===== config.mk =====
export PLATFORM = sky130hd
export DESIGN_NAME = multiword_add_seq
export DESIGN_NICKNAME = d
export VERILOG_FILES = /design/src/rtl/multiword_add_seq_pkg.sv /design/src/rtl/multiword_add_seq_rca_cin.sv /design/src/rtl/multiword_add_seq.sv
export SDC_FILE = /design/constraint.sdc
export NUM_CORES = 1
export LEC_CHECK = 0
export BUFFER_PORTS_ARGS = -buffer_cell sky130_fd_sc_hd__buf_4
export CAP_MARGIN = 30
export CELL_PAD_IN_SITES_DETAIL_PLACEMENT = 1
export CELL_PAD_IN_SITES_GLOBAL_PLACEMENT = 1
export CORE_ASPECT_RATIO = 0.5
export CORE_MARGIN = 4
export CORE_UTILIZATION = 33
export CTS_BUF_LIST = sky130_fd_sc_hd__clkbuf_8
export DETAILED_ROUTE_END_ITERATION = 8
export PLACE_DENSITY = 0.78
export SYNTH_ARGS = -nofsm -noshare
export SYNTH_HDL_FRONTEND = slang
export SYNTH_SLANG_ARGS = --single-unit

===== constraint.sdc =====
create_clock -name clk -period 3.7 [get_ports clk]
set_clock_uncertainty 0.15 [all_clocks]
set_input_delay 0.185 -clock clk [delete_from_list [all_inputs] [get_ports clk]]
set_output_delay 0.185 -clock clk [all_outputs]
set_load 0.02 [all_outputs]

===== src/rtl/multiword_add_seq_pkg.sv =====
// Shared types and constants for the multi-precision adder sequencer.
// Holds the operation state enum and the word index width derivation.
package multiword_add_seq_pkg;

   typedef enum logic {
      IDLE   = 1'b0,
      ACTIVE = 1'b1
   } state_t;

   // A single-word configuration still needs a 1-bit index port.
   function automatic int idx_width(input int max_words);
      return (max_words > 1) ? $clog2(max_words) : 1;
   endfunction

endpackage


===== src/rtl/multiword_add_seq_rca_cin.sv =====
// Ripple-carry word adder with carry-in, built from a chain of full adders.
// Purely combinational; the sequencer registers its result.
module full_adder (
   input  logic a,
   input  logic b,
   input  logic cin,
   output logic sum,
   output logic cout
);

   assign sum  = a ^ b ^ cin;
   assign cout = (a & b) | (cin & (a ^ b));

endmodule

module rca_cin #(
   parameter int W = 8
) (
   input  logic [W-1:0] a,
   input  logic [W-1:0] b,
   input  logic         cin,
   output logic [W-1:0] sum,
   output logic         cout
);

   logic [W:0] carry;

   assign carry[0] = cin;
   assign cout     = carry[W];

   generate
      for (genvar gi = 0; gi < W; gi++) begin : g_bit
         full_adder u_fa (
            .a    (a[gi]),
            .b    (b[gi]),
            .cin  (carry[gi]),
            .sum  (sum[gi]),
            .cout (carry[gi+1])
         );
      end
   endgenerate

endmodule


===== src/rtl/multiword_add_seq.sv =====
// Multi-precision adder sequencer: adds LSW-first word pairs with a chained
// carry, emitting one registered sum word per input word.
module multiword_add_seq
   import multiword_add_seq_pkg::*;
#(
   parameter int DATA_WIDTH = 8,
   parameter int MAX_WORDS  = 16
) (
   input  logic                             clk,
   input  logic                             resetn,
   input  logic                             in_valid,
   output logic                             in_ready,
   input  logic [DATA_WIDTH-1:0]            in_a,
   input  logic [DATA_WIDTH-1:0]            in_b,
   input  logic                             in_last,
   output logic                             out_valid,
   input  logic                             out_ready,
   output logic [DATA_WIDTH-1:0]            out_sum,
   output logic                             out_last,
   output logic                             out_carry,
   output logic [idx_width(MAX_WORDS)-1:0]  out_idx,
   output logic                             len_err
);

   localparam int             IDX_W   = idx_width(MAX_WORDS);
   localparam logic [IDX_W-1:0] IDX_MAX = IDX_W'(MAX_WORDS - 1);

   state_t                  state_reg, state_next;
   logic                    carry_reg, carry_next;
   logic [IDX_W-1:0]        idx_reg, idx_next;
   logic                    out_valid_reg, out_valid_next;
   logic [DATA_WIDTH-1:0]   out_sum_reg, out_sum_next;
   logic                    out_last_reg, out_last_next;
   logic                    out_carry_reg, out_carry_next;
   logic [IDX_W-1:0]        out_idx_reg, out_idx_next;
   logic                    len_err_reg, len_err_next;

   logic                    accept_in;
   logic                    add_cin;
   logic [DATA_WIDTH-1:0]   add_sum;
   logic                    add_cout;

   // Carry only chains inside an operation; IDLE always starts from zero.
   assign add_cin = (state_reg == ACTIVE) && carry_reg;

   rca_cin #(
      .W (DATA_WIDTH)
   ) u_rca (
      .a    (in_a),
      .b    (in_b),
      .cin  (add_cin),
      .sum  (add_sum),
      .cout (add_cout)
   );

   assign in_ready  = !out_valid_reg || out_ready;
   assign accept_in = in_valid && in_ready;

   always_comb begin
      state_next     = state_reg;
      carry_next     = carry_reg;
      idx_next       = idx_reg;
      out_valid_next = out_valid_reg;
      out_sum_next   = out_sum_reg;
      out_last_next  = out_last_reg;
      out_carry_next = out_carry_reg;
      out_idx_next   = out_idx_reg;
      len_err_next   = len_err_reg;

      if (accept_in) begin
         out_valid_next = 1'b1;
         out_sum_next   = add_sum;
         out_idx_next   = idx_reg;
         out_last_next  = in_last;
         out_carry_next = in_last ? add_cout : 1'b0;
         if (in_last) begin
            state_next = IDLE;
            carry_next = 1'b0;
            idx_next   = '0;
         end else begin
            state_next = ACTIVE;
            carry_next = add_cout;
            // Overlong operations keep chaining the carry at the last index.
            if (idx_reg == IDX_MAX) begin
               len_err_next = 1'b1;
            end else begin
               idx_next = idx_reg + 1'b1;
            end
         end
      end else if (out_ready) begin
         out_valid_next = 1'b0;
      end
   end

   always_ff @(posedge clk) begin
      if (!resetn) begin
         state_reg     <= IDLE;
         carry_reg     <= 1'b0;
         idx_reg       <= '0;
         out_valid_reg <= 1'b0;
         out_sum_reg   <= '0;
         out_last_reg  <= 1'b0;
         out_carry_reg <= 1'b0;
         out_idx_reg   <= '0;
         len_err_reg   <= 1'b0;
      end else begin
         state_reg     <= state_next;
         carry_reg     <= carry_next;
         idx_reg       <= idx_next;
         out_valid_reg <= out_valid_next;
         out_sum_reg   <= out_sum_next;
         out_last_reg  <= out_last_next;
         out_carry_reg <= out_carry_next;
         out_idx_reg   <= out_idx_next;
         len_err_reg   <= len_err_next;
      end
   end

   assign out_valid = out_valid_reg;
   assign out_sum   = out_sum_reg;
   assign out_last  = out_last_reg;
   assign out_carry = out_carry_reg;
   assign out_idx   = out_idx_reg;
   assign len_err   = len_err_reg;

endmodule

==> results by group, run 1 <==
Hold path
  – Hold EP: idx_reg[1]
  – Worst Hold Launch: resetn
  – Hold Crit Class: input port to flip-flop
  – Hold depth: 3

Logic synthesis
  – Post-synth EDFFs: 0
  – Synth async-reset ratio: 0%
  – Top FF cell, synth: dfxtp_1
  – Syn. warnings: 0
  – Post-synthesis compound-gate area fraction: between 20% and 30%
  – Syn nets: approximately 150
  – Largest family of logic cells by synthesized area: compound AO/OA/AOI/OAI gates
  – Share of the yosys chip area belonging to registers: approximately two fifths
  – Avg Inst Size Synth: 9.11 sq um
  – Synth Area in Simple Gates: 14.1%
  – Mux share of post-synthesis cell area: 0%
  – Xor/xnor share of the synthesized area: 0%
  – Yosys top cell area share: 41.0%
  – Top cells by area, synth: dfxtp_1 41%, fa_1 15%, a21oi_1 7.9%
  – Synth cell types: 27
  – Mapped cell area: 1070 sq um
  – Post-Syn Instances: between 100 and 150
  – Yosys top cell by area: dfxtp_1
  – Synthesized flop and latch total: 22
  – Adder-cell share of the synthesized area: about 16%

Place
  – GPL Wtd Cong: 0.768
  – Dpl hpwl: roughly 2.2 mm
  – Port-buffer cells: 37
  – DP Area: 1370 sq um

Setup path
  – Crit Path Class: flip-flop to flip-flop
  – Cells along the critical path: and2_4 > fa_2 > fa_2 > fa_2 > fa_2 > fa_2 > inv_2 > fa_2 > inv_2 > fa_2 > fa_2 > nand3_2 > a21oi_2
  – Critical path's most frequent cell: fa_2
  – Data arrival, critical path: between 3 and 4 ns
  – Critical Path Source Type: flip-flop
  – CP max-delay cell: fa_2
  – Crit path max fanout: 2
  – Critical Path End Type: flip-flop
  – Worst Reg2Reg Path Length in Cells: 13
  – Req. time, crit path: 3.75 ns
  – R2R setup slack: -0.02 ns
  – FF-to-FF End: out_sum[7]
  – Reg-to-Reg Start: state_reg
  – Worst path max stage delay: roughly 0.53 ns

GRT
  – Gr ovfl total: 0
  – Initial antenna violation count: 0
  – Vias in the first global route: 1,006
  – First-pass GRT wire length: around 4.7 mm
  – Tot GR Track Use: 14.0%
  – Largest net degree at the start of global routing: 26

Cells and area
  – Largest register FFs: 8
  – Area occupied by multi-input gates: 594 sq um
  – Most frequent cells in the layout: 37 x buf_4, 21 x dfxtp_1, 16 x a21oi_1, 15 x o21ai_0, 13 x nand3_1
  – Layout cells sized above 1: 38.7%
  – Fill cells: 378
  – Area Growth Syn to Fin: 33.5%
  – N_diodes: 0
  – Commonest non-fill, non-tap cell in the layout: buf_4
  – Area occupied by registers: around 440 sq um
  – Post-route cell area: 1440 sq um
  – Nets: between 150 and 200

Timing
  – Setup violations, final: 1
  – Fin worst setup slack: -0.0181 ns
  – Setup tns final: -0.0181 ns
  – Pins Over Slew Limit: 0
  – Min Hold Slack: around 0.066 ns
  – Final worst path period need: roughly 3.7 ns
  – Tcrit/Tclk final: 100%
  – Slew at the pin with the worst max-slew slack: between 0.6 and 0.7 ns
  – Fmax: ~0.27 GHz
  – Normalized max-slew margin: 55.5%
  – RSZ-0062 raised after global routing: true
  – Final hold vios: 0

Floorplanning
  – FP Rows: 14
  – Die Wd: 88.7 um
  – Starting density of the core: about a third
  – Core ar.: around 3100 sq um
  – Total I/O pin count: 38
  – Die area: ~4300 sq um
  – Die H: 48.4 um

CTS
  – CTS Buf Count: 3
  – CTS H-tree lvls: 1
  – Longest Clk Path Bufs: 2
  – Sink Count: 22
  – Hold-fix buffers, CTS: 0
  – Root buf cell: clkbuf_8
  – TritonCTS clock tree: yes
  – Number of setup buffers added after CTS: 0
  – Reg clk slew, reported paths: around 0.080 ns
  – Clk_lat worst skew: around 0.26 ns

Flow run
  – Max-Cap Viols: 0

Power
  – Total power: roughly 520 uW
  – Cell Pwr Density: 364 nW/um^2
  – Maximum vdd drop: ~0.16 mV
  – Pleak: just under 0.0006 uW

Route
  – Vias: approximately 1,000
  – DR vias/cell: 5.27
  – Post-route ant nets: 0
  – Total Wirelength: ~3 mm
  – Drt pass-1 iters: 4
  – DRC: 0
  – First-iteration detailed-routing DRC count: 29
  – Avg WL per Cell: ~16 um

Outcome
  – Outcome: finished with violations
  – Violated checks: negative setup slack
[worst max-delay path: cells and delay by family (launching register included)]
kind                       cells  cell delay, ns
DFF                            1            0.32
and+or+nand+nor                2            0.21
AOI/OAI and AO/OA              1            0.12
buffers and inverters          2            0.10
adders and majority gates      8            2.75
[per-stage QoR]
stage / util, % / setup WS (ns) / instances
detailed placement: 44.7 / -0.149 / 187
floorplan: - / 0.0325 / 118
global placement: 44.7 / -0.0419 / 187
finish: 46.8 / -0.0181 / 190
CTS: 46.2 / -0.138 / 190
global route: 46.8 / -0.136 / 190
[where the power goes]
part	internal, uW	switching, uW
clock network	72.8	77.7
logic	51.9	63.7
registers	249	7.08
[Yosys cell counts (2+ instances only)]
cell type  count
dfxtp_1       22
a21oi_1       17
o21ai_0       15
nand3_1       14
fa_1           8
inv_1          6
nand2_1        5
a311oi_1       3
a31oi_1        3
buf_2          3
clkbuf_1       3
inv_2          2
nand4_1        2
o22ai_1        2
[how the worst max path moves through the flow]
stage               startpoint         end  slack, ns  cells after the start
floorplan            state_reg  out_sum[7]       0.03                     13
detailed placement   state_reg  out_sum[7]      -0.15                     13
finish               state_reg  out_sum[7]      -0.02                     13
CTS                  state_reg  out_sum[7]      -0.14                     13
global placement     state_reg   carry_reg      -0.04                     13
global route         state_reg  out_sum[7]      -0.14                     13
[logic make-up (layout without fill, tap and decap cells)]
logic type | after synthesis | count (layout)
buffers and inverters | 16 | 48
flip-flops | 22 | 22
adder cells (fa/ha/maj) | 9 | 9
AND/OR/NAND/NOR | 28 | 28
AO/OA/AOI/OAI | 43 | 43
[per-layer routing]
| metal | GRT usage (%) | part of all wire (%) | up-vias |
|---|---|---|---|
| met5 | 0 | 0 | - |
| met3 | 3.56 | 4.3 | 0 |
| met4 | 2.26 | 0 | 0 |
| met1 | 17.2 | 44 | 497 |
| li1 | - | - | 483 |
| met2 | 25.1 | 52 | 22 |
[layout make-up]
cell class	count	area share, %
clock buffers	3	2.88
inverters	8	2.09
multi-input cells	80	41.4
flip-flops and latches	22	30.8
well taps	40	3.49
repair buffers	37	19.4
[timing repair]
| item | in CTS | in global routing |
|---|---|---|
| pin swaps | 2 | 5 |
| endpoints found under the setup margin | 3 | 3 |
| resized for setup | 2 | 9 |
Power figures use the tool's default switching activity.
==> run 2: changes to the inputs <==
--- a/config.mk
+++ b/config.mk
@@ -5,15 +5,14 @@
 export SDC_FILE = /design/constraint.sdc
 export NUM_CORES = 1
 export LEC_CHECK = 0
-export BUFFER_PORTS_ARGS = -buffer_cell sky130_fd_sc_hd__buf_4
 export CAP_MARGIN = 30
 export CELL_PAD_IN_SITES_DETAIL_PLACEMENT = 1
 export CELL_PAD_IN_SITES_GLOBAL_PLACEMENT = 1
-export CORE_ASPECT_RATIO = 0.5
-export CORE_MARGIN = 4
-export CORE_UTILIZATION = 33
+export CORE_MARGIN = 2
+export CORE_UTILIZATION = 42
 export CTS_BUF_LIST = sky130_fd_sc_hd__clkbuf_8
 export DETAILED_ROUTE_END_ITERATION = 8
+export DONT_BUFFER_PORTS = 1
 export PLACE_DENSITY = 0.78
 export SYNTH_ARGS = -nofsm -noshare
 export SYNTH_HDL_FRONTEND = slang
==> run 2 against run 1 <==
  * The flow still finishes with violations (negative setup slack)
  * Register-to-register slack worse by 0.02 ns
  * Global-route usage increased by 8.7 points
  * Count of clock-buffer cells in the layout unchanged
  * Utilization grew 7.2 points
  * Hold slack worse by 0.040 ns
  * Setup slack got worse by 0.016 ns
  * Clock power increased by 54%
  * First-iteration DRC count down 48%
  * Power increased by 10%
  * Non-clock buffer count decreased by 22
  * Critical endpoint unchanged
==> results by group, run 2 (same netlist as run 1, synthesis figures left out) <==
Cells and area
  – Nets: 160 (was 182)
  – Fin util: 54.0% (was 46.8%)
  – Layout cells sized above 1: 17.1% (was 38.7%)
  – Area Growth Syn to Fin: 23.3% (was 33.5%)
  – Most frequent cells in the layout: 21 x dfxtp_1, 16 x a21oi_1, 15 x o21ai_0, 15 x dlygate4sd3_1, 13 x nand3_1 (was 37 x buf_4, 21 x dfxtp_1, 16 x a21oi_1, 15 x o21ai_0, 13 x nand3_1)
  – Post-route cell area: 1330 sq um (was 1440 sq um)
  – Largest register FFs: 8 (unchanged)
  – Commonest non-fill, non-tap cell in the layout: dfxtp_1 (was buf_4)
  – N_diodes: 0 (unchanged)

Route
  – Vias: 964 (was 1,002)
  – First-iteration detailed-routing DRC count: 15 (was 29)
  – DR vias/cell: 6.06 (was 5.27)
  – DRC: 0 (unchanged)
  – Total Wirelength: 3.03 mm (was 2.98 mm)
  – Drt pass-1 iters: 4 (unchanged)
  – Post-route ant nets: 0 (unchanged)
  – Avg WL per Cell: 19.0 um (was 15.7 um)

Power
  – Switching Power: 146 uW (was 148 uW)
  – Pleak: 0.000466 uW (was 0.000582 uW)
  – Clock power share: 40.1% (was 28.8%)
  – Internal power: 429 uW (was 374 uW)
  – Combinational Power Share: 13.0% (was 22.1%)
  – Maximum vdd drop: 0.297 mV (was 0.163 mV)
  – Sw frac: 25.5% (was 28.4%)
  – Sequential power share: 46.9% (was 49.1%)
  – Cell Pwr Density: 434 nW/um^2 (was 364 nW/um^2)

Outcome
  – Outcome: finished with violations (unchanged)
  – Violated checks: negative setup slack (unchanged)

CTS
  – Number of setup buffers added after CTS: 0 (unchanged)
  – CTS Buf Count: 3 (unchanged)
  – CTS H-tree lvls: 1 (unchanged)
  – Root buf cell: clkbuf_8 (unchanged)
  – Reg clk slew, reported paths: 0.09 ns (was 0.08 ns)
  – Longest Clk Path Bufs: 2 (unchanged)
  – Clk_lat worst skew: 0.26 ns (about the same)
  – TritonCTS clock tree: yes (unchanged)
  – Sink Count: 22 (unchanged)

Setup path
  – Origin of the worst setup path: state_reg (unchanged)
  – Crit Path Class: flip-flop to flip-flop (unchanged)
  – Worst Reg2Reg Path Length in Cells: 13 (unchanged)
  – Critical Path Source Type: flip-flop (unchanged)
  – Reg-to-Reg Start: state_reg (unchanged)
  – Req. time, crit path: 3.75 ns (about the same)
  – Crit path max fanout: 2 (unchanged)
  – Critical Path End Type: flip-flop (unchanged)
  – R2R setup slack: -0.03 ns (was -0.02 ns)
  – Data arrival, critical path: 3.78 ns (was 3.76 ns)
  – Capture point of the critical path: out_sum[7] (unchanged)
  – FF-to-FF End: out_sum[7] (unchanged)

GRT
  – Tot GR Track Use: 22.7% (was 14.0%)
  – Largest net degree at the start of global routing: 26 (unchanged)
  – Gr ovfl total: 0 (unchanged)
  – Initial antenna violation count: 0 (unchanged)
  – Grt peak-use layer: met2 (unchanged)
  – Met2 capacity usage during global routing: 41.1% (was 25.1%)
  – Met1 Track Usage GR: 26.4% (was 17.2%)
  – GR Util met3: 4.64% (was 3.56%)
  – First-pass GRT wire length: 4.80 mm (was 4.73 mm)
  – Vias in the first global route: 1,033 (was 1,006)

Timing
  – Min Hold Slack: 0.0262 ns (was 0.0658 ns)
  – Final worst path period need: 3.73 ns (was 3.72 ns)
  – Slew at the pin with the worst max-slew slack: 0.643 ns (was 0.667 ns)
  – Fin worst setup slack: -0.0345 ns (was -0.0181 ns)
  – Tcrit/Tclk final: 101% (was 100%)
  – Setup violations, final: 1 (unchanged)
  – Fmax: 0.268 GHz (was 0.269 GHz)
  – Final hold vios: 0 (unchanged)
  – RSZ-0062 raised after global routing: true (unchanged)
  – Normalized max-slew margin: 57.1% (was 55.5%)
  – Pins Over Slew Limit: 0 (unchanged)

Place
  – GPL Wtd Cong: 0.698 (was 0.768)
  – Dpl hpwl: 1.82 mm (was 2.15 mm)
  – Port-buffer cells: 0 (was 37)
  – DP Area: 1080 sq um (was 1370 sq um)

Floorplanning
  – Die area: 2980 sq um (was 4290 sq um)
  – Die Wd: 54.6 um (was 88.7 um)
  – FP Rows: 18 (was 14)
  – Core ar.: 2450 sq um (was 3070 sq um)
  – Die H: 54.6 um (was 48.4 um)
  – Starting density of the core: 43.8% (was 35.1%)
  – Total I/O pin count: 38 (unchanged)

Hold path
  – Hold Crit Class: input port to flip-flop (unchanged)

Flow run
  – Max-Cap Viols: 0 (unchanged)
==> run 2: layout make-up <==
class / instances / area, sq um
fillers: 280 / 1130
multi-input cells: 80 / 594
flip-flops and latches: 22 / 442
repair buffers: 15 / 150
clock buffers: 3 / 41.3
well taps: 30 / 37.5
clock inverters: 1 / 30.0
inverters: 8 / 30.0
==> run 2: power groups by stage <==
stage	combinational, uW	clock, uW	sequential (uW)
2_1_floorplan	47.9	0	273
3_3_place_gp	51.3	0	275
3_5_place_dp	54.5	0	275
4_1_cts	69.5	229	270
5_1_grt	84.9	237	272
6_report	74.7	231	270
==> run 2: layer usage <==
layer,wire length (um),vias to the layer above
li1,-,442
met1,1270,489
met2,1550,27
met3,175,6
met4,27,0
met5,0,-
==> run 2: how the worst min path moves through the flow <==
stage | start | to | slack (ns) | cells past startpoint
4_1_cts | in_last | carry_reg | 0.006 | 3
6_report | in_last | carry_reg | 0.03 | 3
2_1_floorplan | in_last | out_last | 0.18 | 2
5_1_grt | in_last | carry_reg | 0.04 | 3
3_5_place_dp | in_valid | idx_reg[3] | 0.16 | 1
3_3_place_gp | in_valid | idx_reg[2] | 0.15 | 1
==> run 2: timing repair <==
item,CTS,global route
endpoints found under the setup margin,3,3
hold endpoints to repair,20,0
hold buffers,15,0
pin swaps,0,1
gates resized for setup,3,8
==> run 2: stage by stage <==
stage / setup TNS, ns / std cells / setup WS [ns] / power [uW]
4_1_cts: -0.0478 / 159 / -0.0400 / 568
3_5_place_dp: -0.292 / 140 / -0.122 / 330
5_1_grt: -0.154 / 159 / -0.134 / 594
3_3_place_gp: -0.139 / 140 / -0.0712 / 326
6_report: -0.0345 / 159 / -0.0345 / 575
2_1_floorplan: 0 / 118 / 0.0325 / 321
==> run 2: critical path: stages (launching register included) <==
cell,delay [ns]
dfxtp_2,0.33
and2_4,0.15
fa_2,0.33
fa_2,0.35
fa_2,0.35
fa_2,0.34
fa_2,0.34
inv_2,0.06
fa_2,0.18
inv_2,0.05
fa_2,0.34
fa_2,0.54
nand3_2,0.05
a21oi_1,0.13
==> run 3: changes to the inputs <==
--- a/config.mk
+++ b/config.mk
@@ -5,15 +5,17 @@
 export SDC_FILE = /design/constraint.sdc
 export NUM_CORES = 1
 export LEC_CHECK = 0
+export ABC_AREA = 1
 export CAP_MARGIN = 30
 export CELL_PAD_IN_SITES_DETAIL_PLACEMENT = 1
 export CELL_PAD_IN_SITES_GLOBAL_PLACEMENT = 1
+export CORE_ASPECT_RATIO = 1.2
 export CORE_MARGIN = 2
-export CORE_UTILIZATION = 42
+export CORE_UTILIZATION = 30
 export CTS_BUF_LIST = sky130_fd_sc_hd__clkbuf_8
 export DETAILED_ROUTE_END_ITERATION = 8
 export DONT_BUFFER_PORTS = 1
-export PLACE_DENSITY = 0.78
+export PLACE_DENSITY = 0.6
 export SYNTH_ARGS = -nofsm -noshare
 export SYNTH_HDL_FRONTEND = slang
 export SYNTH_SLANG_ARGS = --single-unit
==> run 3 against run 2 <==
  * The flow now finishes without violations
  * Clock power is 35% lower
  * Cell count is 3.1% higher
  * Global-route usage is 8.8 points lower
  * Utilization is 20 points lower
  * Combinational power is 15% lower
  * Critical path type unchanged
  * Largest cell class unchanged
==> results by group, run 3 <==
Outcome
  – Outcome: completed (was finished with violations)

Logic synthesis
  – Post-synth EDFFs: 0 (unchanged)
  – Synth async-reset ratio: 0% (unchanged)
  – Top FF cell, synth: dfxtp_1 (unchanged)
  – Avg Inst Size Synth: 8.34 sq um (was 9.11 sq um)
  – Synthesized flop and latch total: 22 (unchanged)
  – Synth cell types: 16 (was 27)
  – Mapped cell area: 1040 sq um (was 1070 sq um)
  – Syn nets: 155 (was 148)
  – Top-count cell post-synth: nor2_1 (was dfxtp_1)
  – Post-Syn Instances: 125 (was 118)
  – Yosys top cell area share: 42.3% (was 41.0%)
  – Yosys top cell by area: dfxtp_1 (unchanged)
  – Most instantiated cells after synthesis: 25 x nor2_1, 22 x dfxtp_1, 15 x nand2_1, 15 x o21ai_0, 14 x inv_1 (was 22 x dfxtp_1, 17 x a21oi_1, 15 x o21ai_0, 14 x nand3_1, 8 x fa_1)
  – Top cells by area, synth: dfxtp_1 42%, fa_1 15%, nor2_1 9.0% (was dfxtp_1 41%, fa_1 15%, a21oi_1 7.9%)
  – Syn. warnings: 0 (unchanged)
  – Share of the yosys chip area belonging to registers: 42.3% (was 41.0%)

CTS
  – Reg clk slew, reported paths: 0.08 ns (was 0.09 ns)
  – Clk_lat worst skew: 0.27 ns (was 0.26 ns)
  – Root buf cell: clkbuf_8 (unchanged)
  – CTS H-tree lvls: 1 (unchanged)
  – TritonCTS clock tree: yes (unchanged)
  – CTS Buf Count: 3 (unchanged)
  – Sink Count: 22 (unchanged)
  – Number of setup buffers added after CTS: 0 (unchanged)
  – Longest Clk Path Bufs: 2 (unchanged)

Power
  – Sw frac: 29.1% (was 25.5%)
  – Switching Power: 145 uW (was 146 uW)
  – Internal power: 352 uW (was 429 uW)
  – Pleak: 0.000478 uW (was 0.000466 uW)
  – Cell Pwr Density: 435 nW/um^2 (was 434 nW/um^2)
  – Total power: 497 uW (was 575 uW)
  – Clock power share: 30.5% (was 40.1%)
  – Maximum vdd drop: 0.174 mV (was 0.297 mV)
  – Sequential power share: 56.8% (was 46.9%)
  – Combinational Power Share: 12.7% (was 13.0%)

GRT
  – Vias in the first global route: 888 (was 1,033)
  – Gr ovfl total: 0 (unchanged)
  – First-pass GRT wire length: 4.02 mm (was 4.80 mm)
  – Initial antenna violation count: 0 (unchanged)
  – Largest net degree at the start of global routing: 23 (was 26)
  – Tot GR Track Use: 13.9% (was 22.7%)

Hold path
  – Hold depth: 2 (was 3)
  – Hold Crit Class: input port to flip-flop (unchanged)

Place
  – Port-buffer cells: 0 (unchanged)
  – GPL Wtd Cong: 0.699 (was 0.698)
  – Placed Instances: 158 (was 140)
  – Dpl hpwl: 1.78 mm (was 1.82 mm)

Timing
  – Final hold vios: 0 (unchanged)
  – Setup violations, final: 0 (was 1)
  – RSZ-0062 raised after global routing: true (unchanged)
  – Pins Over Slew Limit: 0 (unchanged)
  – Final worst path period need: 3.68 ns (was 3.73 ns)
  – Fmax: 0.272 GHz (was 0.268 GHz)
  – Tcrit/Tclk final: 99.4% (was 101%)
  – Normalized max-slew margin: 61.5% (was 57.1%)
  – Slew at the pin with the worst max-slew slack: 0.576 ns (was 0.643 ns)
  – Min Hold Slack: 0.00569 ns (was 0.0262 ns)

Floorplanning
  – Total I/O pin count: 38 (unchanged)
  – Starting density of the core: 31.2% (was 43.8%)
  – Die area: 3960 sq um (was 2980 sq um)
  – FP Rows: 23 (was 18)
  – Core ar.: 3340 sq um (was 2450 sq um)
  – Die Wd: 57.8 um (was 54.6 um)
  – Die H: 68.6 um (was 54.6 um)

Setup path
  – Crit path max fanout: 2 (unchanged)
  – Worst Reg2Reg Path Length in Cells: 14 (was 13)
  – Data arrival, critical path: 3.69 ns (was 3.78 ns)
  – Req. time, crit path: 3.72 ns (was 3.75 ns)
  – Crit Path Class: flip-flop to flip-flop (unchanged)
  – Critical Path End Type: flip-flop (unchanged)
  – Critical Path Source Type: flip-flop (unchanged)

Route
  – Avg WL per Cell: 14.7 um (was 19.0 um)
  – DR vias/cell: 5.10 (was 6.06)
  – Drt pass-1 iters: 4 (unchanged)
  – Vias: 836 (was 964)
  – DRC: 0 (unchanged)
  – First-iteration detailed-routing DRC count: 21 (was 15)
  – Total Wirelength: 2.41 mm (was 3.03 mm)
  – Post-route ant nets: 0 (unchanged)

Cells and area
  – Most frequent cells in the layout: 25 x nor2_1, 22 x dfxtp_1, 15 x nand2_1, 14 x inv_1, 14 x o21ai_0 (was 21 x dfxtp_1, 16 x a21oi_1, 15 x o21ai_0, 15 x dlygate4sd3_1, 13 x nand3_1)
  – Area Growth Syn to Fin: 9.48% (was 23.3%)
  – Layout cells sized above 1: 7.87% (was 17.1%)
  – Fill cells: 415 (was 280)
  – Non-filler instance count after layout: 164 (was 159)
  – Area occupied by registers: 440 sq um (was 442 sq um)
  – Largest register FFs: 8 (unchanged)
  – Commonest non-fill, non-tap cell in the layout: nor2_1 (was dfxtp_1)
  – Nets: 159 (was 160)
  – Area occupied by multi-input gates: 527 sq um (was 594 sq um)
  – N_diodes: 0 (unchanged)

Flow run
  – Max-Cap Viols: 0 (unchanged)
run 3: cell families after synthesis:
kind of cell               Yosys count  synth area share [%]
AOI/OAI and AO/OA                   26                  13.6
DFF                                 22                  42.3
buffers and inverters               19                  8.40
adders and majority gates            9                  16.6
and+or+nand+nor                     49                  19.2
run 3: metal layers:
layer	track usage, %	vias to the layer above	wire (um)
li1	-	402	-
met1	16.0	407	972
met2	24.1	22	1270
met3	2.61	5	111
met4	8.14	0	54
met5	0	-	0
run 3: worst paths after layout:
kind | slack, ns | to | from
worst min register to register | 0.32 | state_reg | state_reg
worst min-delay path | 0.006 | len_err | resetn
worst max register to register | 0.02 | out_sum[7] | state_reg
worst max-delay path | 0.02 | out_sum[7] | state_reg
run 3: critical path: stages (launching register included):
cell,delay [ns]
dfxtp_1,0.32
nand2_1,0.07
inv_1,0.06
fa_2,0.35
fa_2,0.35
fa_2,0.34
fa_2,0.35
fa_1,0.36
inv_1,0.07
fa_1,0.15
inv_1,0.05
fa_2,0.33
fa_1,0.43
o21ai_1,0.14
nor2_1,0.05
run 3: power by group through the flow:
stage               Clock, uW  Sequential, uW  Combinational [uW]
global route              165             284                75.6
floorplan                   0             284                49.3
CTS                       159             282                64.8
detailed placement          0             288                58.5
finish                    151             282                63.2
global placement            0             288                55.8
run 3: stage by stage:
| stage | util (%) | setup slack, ns | setup TNS [ns] | instance area (sq um) |
|---|---|---|---|---|
| after global routing | 34.2 | -0.127 | -0.222 | 1140 |
| after CTS | 34.2 | 0.00310 | 0 | 1140 |
| final | 34.2 | 0.0232 | 0 | 1140 |
| after global placement | 31.7 | -0.114 | -0.180 | 1060 |
| after floorplan | - | 0.0207 | 0 | 1040 |
| after detailed placement | 31.7 | -0.191 | -0.385 | 1060 |
run 3: cell type report:
type | instances | area share (%)
clock buffer | 3 | 3.62
inverter | 15 | 4.93
multi-input combinational | 84 | 46.2
sequential | 22 | 38.6
tap | 37 | 4.06
timing repair buffer | 3 | 2.63
run 3: timing repair:
item,CTS,global route
endpoints found under the setup margin,3,3
endpoints found under the hold margin,19,0
pin swaps,1,0
hold buffers,3,0
gates resized for setup,4,0
